==> config.mk <==
export PLATFORM = sky130hd
export DESIGN_NAME = stack_controller
export DESIGN_NICKNAME = d
export VERILOG_FILES = /design/src/rtl/cpu_pkg.sv /design/src/rtl/stack_regfile.sv /design/src/rtl/stack_controller.sv
export SDC_FILE = /design/constraint.sdc
export NUM_CORES = 1
export LEC_CHECK = 0
export BUFFER_PORTS_ARGS = -buffer_cell sky130_fd_sc_hd__buf_2
export CORE_MARGIN = 5
export CORE_UTILIZATION = 53
export DETAILED_ROUTE_END_ITERATION = 10
export PLACE_DENSITY = 0.75
export SYNTH_ARGS = -nofsm -noshare
export SYNTH_HDL_FRONTEND = slang
export SYNTH_SLANG_ARGS = --single-unit
==> constraint.sdc <==
create_clock -name clk -period 2.4 [get_ports clk]
set_input_delay 0.36 -clock clk [delete_from_list [all_inputs] [get_ports clk]]
set_output_delay 0.36 -clock clk [all_outputs]
set_load 0.005 [all_outputs]
==> src/rtl/cpu_pkg.sv <==
// Shared CPU constants and encodings.
// Used by the controller, datapath and return-address stack.
package cpu_pkg;

    localparam int CPU_AW      = 12;
    localparam int STACK_DEPTH = 8;

    typedef enum logic [1:0] {
        PC_SRC_NEXT   = 2'd0,
        PC_SRC_BRANCH = 2'd1,
        PC_SRC_JUMP   = 2'd2,
        PC_SRC_STACK  = 2'd3
    } pc_src_t;

endpackage

==> src/rtl/stack_regfile.sv <==
// Return-address storage: one write port, one combinational read port.
// Contents are deliberately left unreset.
module stack_regfile
    import cpu_pkg::*;
#(
    parameter int AW    = CPU_AW,
    parameter int DEPTH = STACK_DEPTH,
    parameter int PW    = $clog2(DEPTH)
) (
    input  logic          clk,
    input  logic          we,
    input  logic [PW-1:0] widx,
    input  logic [AW-1:0] wdata,
    input  logic [PW-1:0] ridx,
    output logic [AW-1:0] rdata
);

    logic [AW-1:0] mem [DEPTH];

    always_ff @(posedge clk) begin
        if (we) begin
            mem[widx] <= wdata;
        end
    end

    assign rdata = mem[ridx];

endmodule

==> src/rtl/stack_controller.sv <==
// Return-address stack: occupancy pointer, push/pop/replace decode
// and sticky overflow/underflow flags around stack_regfile.
module stack_controller
    import cpu_pkg::*;
#(
    parameter int AW    = CPU_AW,
    parameter int DEPTH = STACK_DEPTH,
    parameter int PW    = $clog2(DEPTH)
) (
    input  logic          clk,
    input  logic          rst,
    input  logic          stack_push,
    input  logic          stack_pop,
    input  logic [AW-1:0] push_addr,
    input  logic          clear_err,
    output logic [AW-1:0] top_addr,
    output logic          empty,
    output logic          full,
    output logic [PW:0]   count,
    output logic          stack_overflow,
    output logic          stack_underflow
);

    localparam logic [PW:0] SP_MAX = (PW+1)'(DEPTH);

    logic [PW:0]   sp;
    logic [PW:0]   sp_nxt;
    logic [PW-1:0] top_idx;
    logic [PW-1:0] widx;
    logic [AW-1:0] rdata;
    logic          we;
    logic          ovf_set;
    logic          unf_set;
    logic          do_repl;
    logic          do_push;
    logic          do_pop;

    assign empty   = (sp == '0);
    assign full    = (sp == SP_MAX);
    assign count   = sp;
    assign top_idx = sp[PW-1:0] - 1'b1;

    // push+pop on an empty stack degenerates to a plain push
    assign do_repl = stack_push && stack_pop && !empty;
    assign do_push = stack_push && (!stack_pop || empty);
    assign do_pop  = stack_pop && !stack_push;

    always_comb begin
        sp_nxt  = sp;
        we      = 1'b0;
        widx    = sp[PW-1:0];
        ovf_set = 1'b0;
        unf_set = 1'b0;
        unique case (1'b1)
            do_repl: begin
                we   = 1'b1;
                widx = top_idx;
            end
            do_push: begin
                if (full) begin
                    ovf_set = 1'b1;
                end else begin
                    we     = 1'b1;
                    sp_nxt = sp + 1'b1;
                end
            end
            do_pop: begin
                if (empty) begin
                    unf_set = 1'b1;
                end else begin
                    sp_nxt = sp - 1'b1;
                end
            end
            default: ;
        endcase
    end

    always_ff @(posedge clk or negedge rst) begin
        if (!rst) begin
            sp              <= '0;
            stack_overflow  <= 1'b0;
            stack_underflow <= 1'b0;
        end else begin
            sp              <= sp_nxt;
            stack_overflow  <= ovf_set | (stack_overflow & ~clear_err);
            stack_underflow <= unf_set | (stack_underflow & ~clear_err);
        end
    end

    // gate the write so a reset mid-cycle cannot leak into storage
    stack_regfile #(
        .AW    (AW),
        .DEPTH (DEPTH),
        .PW    (PW)
    ) u_regfile (
        .clk   (clk),
        .we    (we & rst),
        .widx  (widx),
        .wdata (push_addr),
        .ridx  (top_idx),
        .rdata (rdata)
    );

    assign top_addr = empty ? '0 : rdata;

endmodule

# Yosys cells after proc, flatten, opt, wreduce, memory -nomap -nowiden

Memories as Yosys holds them, arrays and structs flattened.
Cells that the tools add are included.

Eq/ne operators: 3
Reductions and logical operators: 11
Muxes and demuxes: 13
Bitwise operators: 6
Add/subtract/negate cells: 3

Operators by type and width:

| cell                  | count |
|---|---|
| $mux W12              | 1 |
| $mux W4               | 2 |
| $pmux W4 S2           | 1 |
| $mux W1               | 7 |
| $add A4 B1 Y4 const B | 1 |
| $eq A4 B4 Y1 const B  | 1 |
| $logic_and A1 B1 Y1   | 4 |
| $logic_not A4 Y1      | 1 |
| $ne A2 B2 Y1 const B  | 2 |
| $sub A4 B1 Y4 const B | 1 |
| $and A1 B1 Y1         | 3 |
| $logic_not A1 Y1      | 3 |
| $mux W3               | 1 |
| $reduce_and A3 Y1     | 1 |
| $sub A3 B1 Y3 const B | 1 |
| $or A1 B1 Y1          | 2 |
| $pmux W1 S2           | 1 |
| $reduce_bool A2 Y1    | 1 |
| $logic_or A1 B1 Y1    | 1 |
| $not A1 Y1            | 1 |

Register bits after elaboration: 6
Memories kept: 1
Logic and storage cells: 40
Memory bits (writable): 96

Memory list:

| memory        | words | width | read ports | clocked after memory_dff | write ports | line                | text |
|---|---|---|---|---|---|---|---|
| u_regfile.mem | 8     | 12    | 1          | 0                        | 1           | stack_regfile.sv:18 | `logic [AW-1:0] mem [DEPTH];` |

# Depth between registers and ports, before layout

Gate-level depths: netlist of the first run.

Depth after elaboration: 7
Depth in mapped cells: 9
Mapped depth without buffers: 7

# Hierarchy

Synthesis of the first run repeated with hierarchy kept, for this count alone.

Cell total of the unflattened synthesis: 218
Area, all modules: 4329.2 µm²

By module, submodules not included:

| module           | cells each | area an instance (µm²) | sequential area each (µm²) | instances |
|---|---|---|---|---|
| stack_regfile    | 152        | 3747.3                 | 2882.8                     | 1 |
| stack_controller | 66         | 581.8                  | 150.1                      | 1 |

# Least setup slack after synthesis of the first run

Ideal clock, no wire load.

Kind: register to register
Start point: register sp[0] (netlist: count[0])
End point: memory u_regfile.mem[1][0] in the netlist's numbering, enable pin
Setup time: 0.380 ns
Period minus slack after synthesis: 2.675 ns
Arrival: 2.295 ns
Path slack: -0.275 ns
Data required time: 2.020 ns
Cell stages (with the launch flop): 10
Path through: dfrtp_1 -> buf_4 -> inv_1 -> ha_1 -> buf_4 -> buf_2 -> inv_1 -> nor4_1 -> a31oi_1 -> nor2_1

Word-level cells in the longest chain between the ends: 7

Ends and longest elaborated chain:

| element                                                | line                                           | text |
|---|---|---|
| start: declaration                                     | stack_controller.sv:26                         | `logic [PW:0] sp;` |
| start signal: assignment                               | stack_controller.sv:84                         | `sp <= sp_nxt;` |
| $logic_not A4 Y1                                       | stack_controller.sv:38                         | `assign empty = (sp == '0);` |
| $logic_or A1 B1 Y1 or $logic_not A1 Y1 (tied branches) | stack_controller.sv:45, stack_controller.sv:44 |  |
| $logic_and A1 B1 Y1 (on tied branches)                 | stack_controller.sv:45, stack_controller.sv:44 |  |
| $pmux W1 S2                                            | stack_controller.sv:54                         | `unique case (1'b1)` |
| $and A1 B1 Y1                                          | stack_controller.sv:97                         | `.we (we & rst),` |
| $mux W1                                                | stack_regfile.sv:21                            | `if (we) begin` |
| $mux W1 (not written as such)                          | stack_regfile.sv:22                            | `mem[widx] <= wdata;` |
| end: declaration                                       | stack_regfile.sv:18                            |  |

Several ways; a longest one is shown, not always the timed one.

# Worst setup path after layout of the first run

Start point: register sp[1] (netlist: count[1])
End point: output port top_addr[9]

Word-level cells in the longest chain between the ends: 3

Ends and longest elaborated chain:

| element          | line                    | text |
|---|---|---|
| $sub A3 B1 Y3    | stack_controller.sv:41  | `assign top_idx = sp[PW-1:0] - 1'b1;` |
| $mem_v2 Z8 W12   | -                       |  |
| $mux W12 *       | stack_controller.sv:104 | `assign top_addr = empty ? '0 : rdata;` |
| end: declaration | stack_controller.sv:16  | `output logic [AW-1:0] top_addr,` |

Mark *: on every way between the ends. The rest lies on a longest branch, timed or not.

==> results_dict.tcl, run 1 <==
set metrics [dict create \
    outcome "finished, final reports clean" \
    regArea_mm2 0.00303 \
    clk-insertion-delay-late_ps 370 \
    drtPass1Iterations 4 \
    ant_nets 0 \
    gp_congestion 0.784 \
    muxShareOfSynthArea_pct 13.7 \
    cts_root_buffer "clkbuf_8" \
    grt_usage_pct 17.9 \
    synth_fa_ha_area_share_pct 1.38 \
    final_core_util_pct 63.4 \
    synth_top_family_by_area "multiplexers" \
    path_max_fanout 9 \
    clock_skew_ps 16.1 \
    switchingPower_mw 2.14 \
    combPwrFrac_pct 47.2 \
    synth_cell_types 31 \
    reg2reg_from "count[1]" \
    ys.flop_type "edfxtp_1" \
    hpwl_um 5460 \
    synth-seq-cells 102 \
    initial_core_util_pct 54.4 \
    critPathRequiredTime_ps 2040 \
    core_mm2 0.00769 \
    htree_levels 3 \
    cp-startpoint "count[1]" \
    clockPowerShare_pct 16.7 \
    yosysSeqAreaShare_pct 72.6 \
    cts.path.max_buffers 2 \
    syn_to_final_growth_pct 16.6 \
    relSlewSlack_pct 57.7 \
    syn_area_mm2 0.00418 \
    cts_tree "yes" \
    io_buffers 36 \
    synth_xor_area_share_pct 1.26 \
    synthCells 231 \
    fin_cells 394 \
    hold_viol 0 \
    via_per_inst 5.73 \
    synth_nets 252 \
    critPathLaunchType "flop" \
    drt-total-wl_um 8280 \
    cp_cell_sequence "inv_2, ha_4, buf_8, mux4_2, nand2_1, a21oi_1, buf_2" \
    drtIter0Drc 181 \
    drive_above_1_share_pct 39.7 \
    layout_common_cells "96 x edfxtp_1, 36 x buf_2, 24 x mux4_2, 24 x nand2_1, 14 x buf_4" \
    cap_viol_max_count 0 \
    die-area_mm2 0.00976 \
    post-route-drc-count 0 \
    vias 2259 \
    layout_commonest_cell "edfxtp_1" \
    vdd_drop_max_uv 563 \
    diodes 0 \
    synthArstFlopShare_pct 5.88 \
    antenna_found_initial 0 \
    synth-edff-count 96 \
    p_int_mw 3.98 \
    p_leak_nw 1.70 \
    cts.sinks 102 \
    grt-ovfl-total 0 \
    p_seq_share_pct 36.0 \
    wl_per_cell_um 21.0 \
    place_inst 376 \
    critPathArrivalTime_ps 1920 \
    synth_area_per_cell_um2 18.1 \
    grt_max_degree 31 \
    synth-compound-area-share_pct 2.99 \
    grt_pass1_vias 2321 \
    io_pins 37 \
    timing.hold.ws_ps 179 \
    r2r_slack_ps 150 \
    crit_type "reg2out" \
    min_from "clear_err" \
    synth-simple-area-share_pct 5.75 \
    slowest_stage "dfrtp_1" \
    fillers 567 \
    rows 32 \
    r2r_end "u_regfile.mem[2][11]" \
    crit_path_max_incr_delay_ps 370 \
    worst_setup_path_end_kind "primary output" \
    die_h_um 98.8 \
    tightest_slew_ps 632 \
    fmax_ghz 0.438 \
    ys.warnings.count 0 \
    finalCritPeriodShare_pct 95.0 \
    multi_input_area_mm2 0.00110 \
    die_x_um 98.8 \
    crit_end "top_addr[9]" \
    numCtsBuffers 9 \
    clk_pin_slew_ps 100 \
    finalSetupViolCount 0 \
    grt_pass1_wl_um 12900 \
    p_per_area_mw_per_mm2 1250 \
    swShare_pct 35.0 \
    hold_class "in2reg" \
    drv_slew 0 \
    nNetsFinal 308 \
    r2r_cells 8 \
    fin_crit_ps 2280 \
]
==> metal layers <==
metal	vias to the layer above	GRT usage, %	part of all wire [%]
li1	1020	-	-
met1	1158	22.0	37
met2	68	31.8	55
met3	13	3.82	5.7
met4	0	5.67	1.5
met5	-	0	0
==> power by group through the flow <==
stage	Combinational (mW)	Clock (mW)	Sequential (mW)
6_report	2.89	1.02	2.20
4_1_cts	2.72	1.04	2.20
5_1_grt	3.15	1.13	2.22
2_1_floorplan	1.72	0	2.23
3_3_place_gp	2.56	0	2.23
3_5_place_dp	2.61	0	2.24
==> state kept, by name (all words and copies together) (netlist names) <==
name,cells
stack_overflow,1
stack_underflow,1
u_regfile.mem,96
count,4
==> kinds of logic (layout without fill, tap and decap cells) <==
family | count (synthesis) | in the layout
simple gates | 50 | 50
compound gates | 22 | 22
fa+ha+maj | 4 | 4
xor+xnor | 6 | 6
buf+inv | 20 | 81
flops | 102 | 102
mux | 27 | 27
==> synth_stat cells (3+ instances only) <==
| library cell | number | area, um^2 |
|---|---|---|
| edfxtp_1 | 96 | 2880 |
| ha_1 | 3 | 37.5 |
| a31oi_1 | 4 | 25.0 |
| nand2_1 | 26 | 97.6 |
| nand3_1 | 3 | 15.0 |
| buf_4 | 4 | 30.0 |
| xor2_1 | 3 | 26.3 |
| nor4_1 | 4 | 25.0 |
| mux4_2 | 24 | 541 |
| nor2_1 | 10 | 37.5 |
| dfrtp_1 | 6 | 150 |
| a21oi_1 | 14 | 70.1 |
| buf_2 | 6 | 30.0 |
| inv_1 | 8 | 30.0 |
| xnor2_1 | 3 | 26.3 |
==> final cells by class <==
class | count | share of cell area, %
Sequential cell | 102 | 62.2
Multi-Input combinational cell | 109 | 22.5
Timing Repair Buffer | 56 | 7.93
Tap cell | 102 | 2.62
Clock buffer | 9 | 2.54
Clock inverter | 7 | 1.41
Inverter | 9 | 0.744
==> what timing repair did <==
| item | CTS | global route |
|---|---|---|
| gates cloned | 0 | 1 |
| pin swaps | 0 | 1 |
| setup buffers | 1 | 0 |
| hold endpoints to repair | 6 | 0 |
| hold buffers | 1 | 0 |
| endpoints found under the setup margin | 21 | 33 |
| resized for setup | 7 | 11 |
==> worst min path at each step <==
stage                           endpoint  slack, ps  cells after the start
final                     stack_overflow        180                      2
after CTS                 stack_overflow        160                      2
after detailed placement        count[2]        210                      1
after global placement          count[2]        210                      1
after global routing      stack_overflow        170                      2
after floorplan                 count[0]         60                      0
==> critical path, delay by kind of cell, from the launching register on <==
kind	cells	cell delay [ps]
and+or+nand+nor	1	90
adders and majority gates	1	350
DFF	1	370
AOI/OAI and AO/OA	1	70
muxes	1	300
buffers and inverters	3	370
==> per-stage QoR <==
| step | cell area [um^2] | setup slack [ps] | TNS [ps] | total power [mW] |
|---|---|---|---|---|
| after floorplan | 4200 | -110 | -7300 | 3.95 |
| after global placement | 4580 | 105 | 0 | 4.79 |
| after detailed placement | 4580 | 12.6 | 0 | 4.86 |
| after CTS | 4810 | 29.8 | 0 | 5.96 |
| after global routing | 4870 | -0.711 | -0.711 | 6.51 |
| final | 4870 | 119 | 0 | 6.12 |
No activity file was read; power rests on OpenSTA's default activity.
==> inputs of run 2 (changes only) <==
--- a/config.mk
+++ b/config.mk
@@ -9,7 +9,8 @@
 export CORE_MARGIN = 5
 export CORE_UTILIZATION = 53
 export DETAILED_ROUTE_END_ITERATION = 10
-export PLACE_DENSITY = 0.75
+export PLACE_DENSITY_LB_ADDON = 0.15
 export SYNTH_ARGS = -nofsm -noshare
 export SYNTH_HDL_FRONTEND = slang
+export SYNTH_HIERARCHICAL = 1
 export SYNTH_SLANG_ARGS = --single-unit
==> run 2 against run 1 <==
  * The run now ends with negative setup slack left
  * Flip-flop and latch count stayed put
  * Critical endpoint is now top_addr[4]
  * Combinational power is 32% higher
  * First-iteration DRC count is 54% lower
  * Synthesized cell count is 5.6% lower
  * Register-to-register slack worse by 140 ps
  * Worst hold slack better by 22 ps
  * Die area is 3.2% higher
  * Highest routed layer unchanged
  * Non-clock buffer count is 16 higher
  * Routed wire length is 4.1% higher
  * Clock-buffer cell count stayed put
  * Final cell count is 1.8% higher
==> results_dict.tcl, run 2 <==
set metrics [dict create \
    vdd_drop_max_uv 584 \
    synth_nets 239 \
    wl_per_cell_um 21.5 \
    cts_root_buffer "clkbuf_8" \
    tightest_slew_ps 442 \
    die_h_um 100 \
    finalCritPeriodShare_pct 111 \
    yosysTopAreaCell "edfxtp_1" \
    path_max_fanout 6 \
    fmax_ghz 0.375 \
    swShare_pct 30.9 \
    synth_cell_types 34 \
    numCtsBuffers 9 \
    initial_core_util_pct 53.5 \
    largest-register "u_regfile/mem" \
    syn_area_mm2 0.00433 \
    nNetsFinal 313 \
    drtIter0Drc 83 \
    p_per_area_mw_per_mm2 1310 \
    core_mm2 0.00809 \
    timing.hold.ws_ps 201 \
    io_pins 37 \
    ys.flop_type "edfxtp_1" \
    crit_path_max_incr_delay_ps 420 \
    met2_usage_pct 28.1 \
    synth_area_per_cell_um2 19.9 \
    synth_area_leaders "edfxtp_1 67%, mux4_1 13%, dfrtp_1 3.5%" \
    stdcell_area_mm2 0.00539 \
    die-area_mm2 0.0101 \
    fin_crit_ps 2670 \
    syn_to_final_growth_pct 24.6 \
    worst_setup_path_end_kind "primary output" \
    outcome "finished, violations left" \
    slowest_stage "dfrtp_2" \
    cts.path.max_buffers 2 \
    vias 2237 \
    hpwl_um 5170 \
    multi_input_area_mm2 0.00136 \
    grt-ovfl-total 0 \
    cts_tree "yes" \
    critPathLaunchType "flop" \
    finalSetupViolCount 12 \
    p_seq_share_pct 31.4 \
    layout_common_cells "96 x edfxtp_1, 31 x buf_2, 21 x buf_4" \
    met1_usage_pct 25.3 \
    drv_slew 0 \
    tns_ps -2890 \
    clock_skew_ps 7.62 \
    die_x_um 100 \
    ys.warnings.count 6 \
    synthArstFlopShare_pct 5.88 \
    hold_viol 0 \
    htree_levels 3 \
    synth-edff-count 96 \
    synth-seq-cells 102 \
    switchingPower_mw 2.18 \
    synth_common_cells "96 x edfxtp_1, 21 x mux4_1, 12 x mux2_2, 9 x and2_1, 8 x nor2_1" \
    io_buffers 36 \
    clk-insertion-delay-late_ps 350 \
    busiest_layer "met2" \
    cp_cell_sequence "inv_2, ha_4, xor2_4, buf_4, clkbuf_16, mux4_1, mux2_2, and2_4, buf_2" \
    yosysMostFrequentCell "edfxtp_1" \
    critPathArrivalTime_ps 2310 \
    cts.sinks 102 \
    drive_above_1_share_pct 46.6 \
    violations "negative setup slack" \
    drt-total-wl_um 8620 \
    grt_pass1_wl_um 13000 \
    gp_congestion 0.718 \
    p_leak_nw 1.98 \
    p_int_mw 4.88 \
    relSlewSlack_pct 70.6 \
    drtPass1Iterations 4 \
    clockPowerShare_pct 14.6 \
    cap_viol_max_count 0 \
    critPathRequiredTime_ps 2040 \
    yosysSeqAreaShare_pct 70.1 \
    grt_usage_pct 18.1 \
    via_per_inst 5.58 \
    clk_pin_slew_ps 90 \
    ant_nets 0 \
    grt_max_degree 17 \
    crit_type "reg2out" \
    antenna_found_initial 0 \
    synthCells 218 \
    regArea_mm2 0.00303 \
    grt_pass1_vias 2257 \
    post-route-drc-count 0 \
    largest_reg_flops 96 \
    rsz0062_at_grt "true" \
    grt.met3_usage_pct 5.21 \
    diodes 0 \
    fillers 550 \
    worst_slack_ps -266 \
    synth_top_area_share_pct 66.6 \
    layout_commonest_cell "edfxtp_1" \
    combPwrFrac_pct 54.0 \
    rows 33 \
    hold_class "in2reg" \
    placed_area_mm2 0.00495 \
]
## run 2: cell types whose count changed after synthesis, moves of 9 or more
cell and change:
a21oi_1 -11, and2_1 +9, mux2_2 +12, mux4_1 +21
mux4_2 -21, nand2_1 -21
## run 2: worst max-delay path: cells and delay by family, from the launching register on
family	cells	cell delay [ps]
buf+inv	4	510
xor+xnor	1	180
flops	1	420
simple gates	1	140
mux	2	540
fa+ha+maj	1	160
## run 2: kinds of logic after synthesis
logic type / share of synthesized area [%]
AO/OA/AOI/OAI: 2.20
adder cells (fa/ha/maj): 1.33
AND/OR/NAND/NOR: 5.14
buffers and inverters: 2.23
XOR/XNOR: 0.809
multiplexers: 18.2
flip-flops: 70.1
## run 2: what timing repair did
action	in CTS	in global routing
gates cloned	2	1
pin swaps	1	2
buffers inserted	5	7
hold buffers	1	0
resized for setup	14	25
hold endpoints to repair	6	0
setup endpoints to repair	12	54
## run 2: cell type report
type,instances,area share (%)
flip-flops and latches,102,56.3
clock buffers,9,2.30
clock inverters,6,1.18
repair buffers,72,12.1
multi-input cells,99,25.1
inverters,8,0.557
well taps,105,2.44
## run 2: final timing paths
path	from	endpoint	slack, ps	cells after the start
max in group asynchronous	rst	count[0]	1850	2
hold / removal	clear_err	stack_underflow	200	2
setup / recovery	count[0]	top_addr[4]	-270	9
setup reg to reg	count[0]	u_regfile/mem[7][11]	10	10
hold reg to reg	stack_overflow	stack_overflow	520	2
min in group asynchronous	rst	count[3]	370	2
## run 2: metrics by stage
stage	std cells	util, %	power, mW	setup slack, ps
5_1_grt	401	66.7	7.46	-361
3_3_place_gp	371	61.2	5.09	85.7
6_report	401	66.7	7.06	-266
4_1_cts	394	65.3	6.71	-290
3_5_place_dp	371	61.2	5.12	51.1
2_1_floorplan	218	-	4.13	9.21
## run 2: power by group through the flow
stage                     Combinational (mW)  Sequential (mW)  Clock, mW
final                                   3.81             2.22       1.03
after global routing                    4.07             2.23       1.15
after CTS                               3.42             2.21       1.07
after detailed placement                2.87             2.25          0
after global placement                  2.85             2.24          0
after floorplan                         1.89             2.25          0
## run 2: per-layer routing
| metal | share of wire, % | routed length (um) |
|---|---|---|
| met4 | 1.1 | 91 |
| met3 | 4.7 | 403 |
| met1 | 44 | 3820 |
| met5 | 0 | 0 |
| met2 | 50 | 4300 |
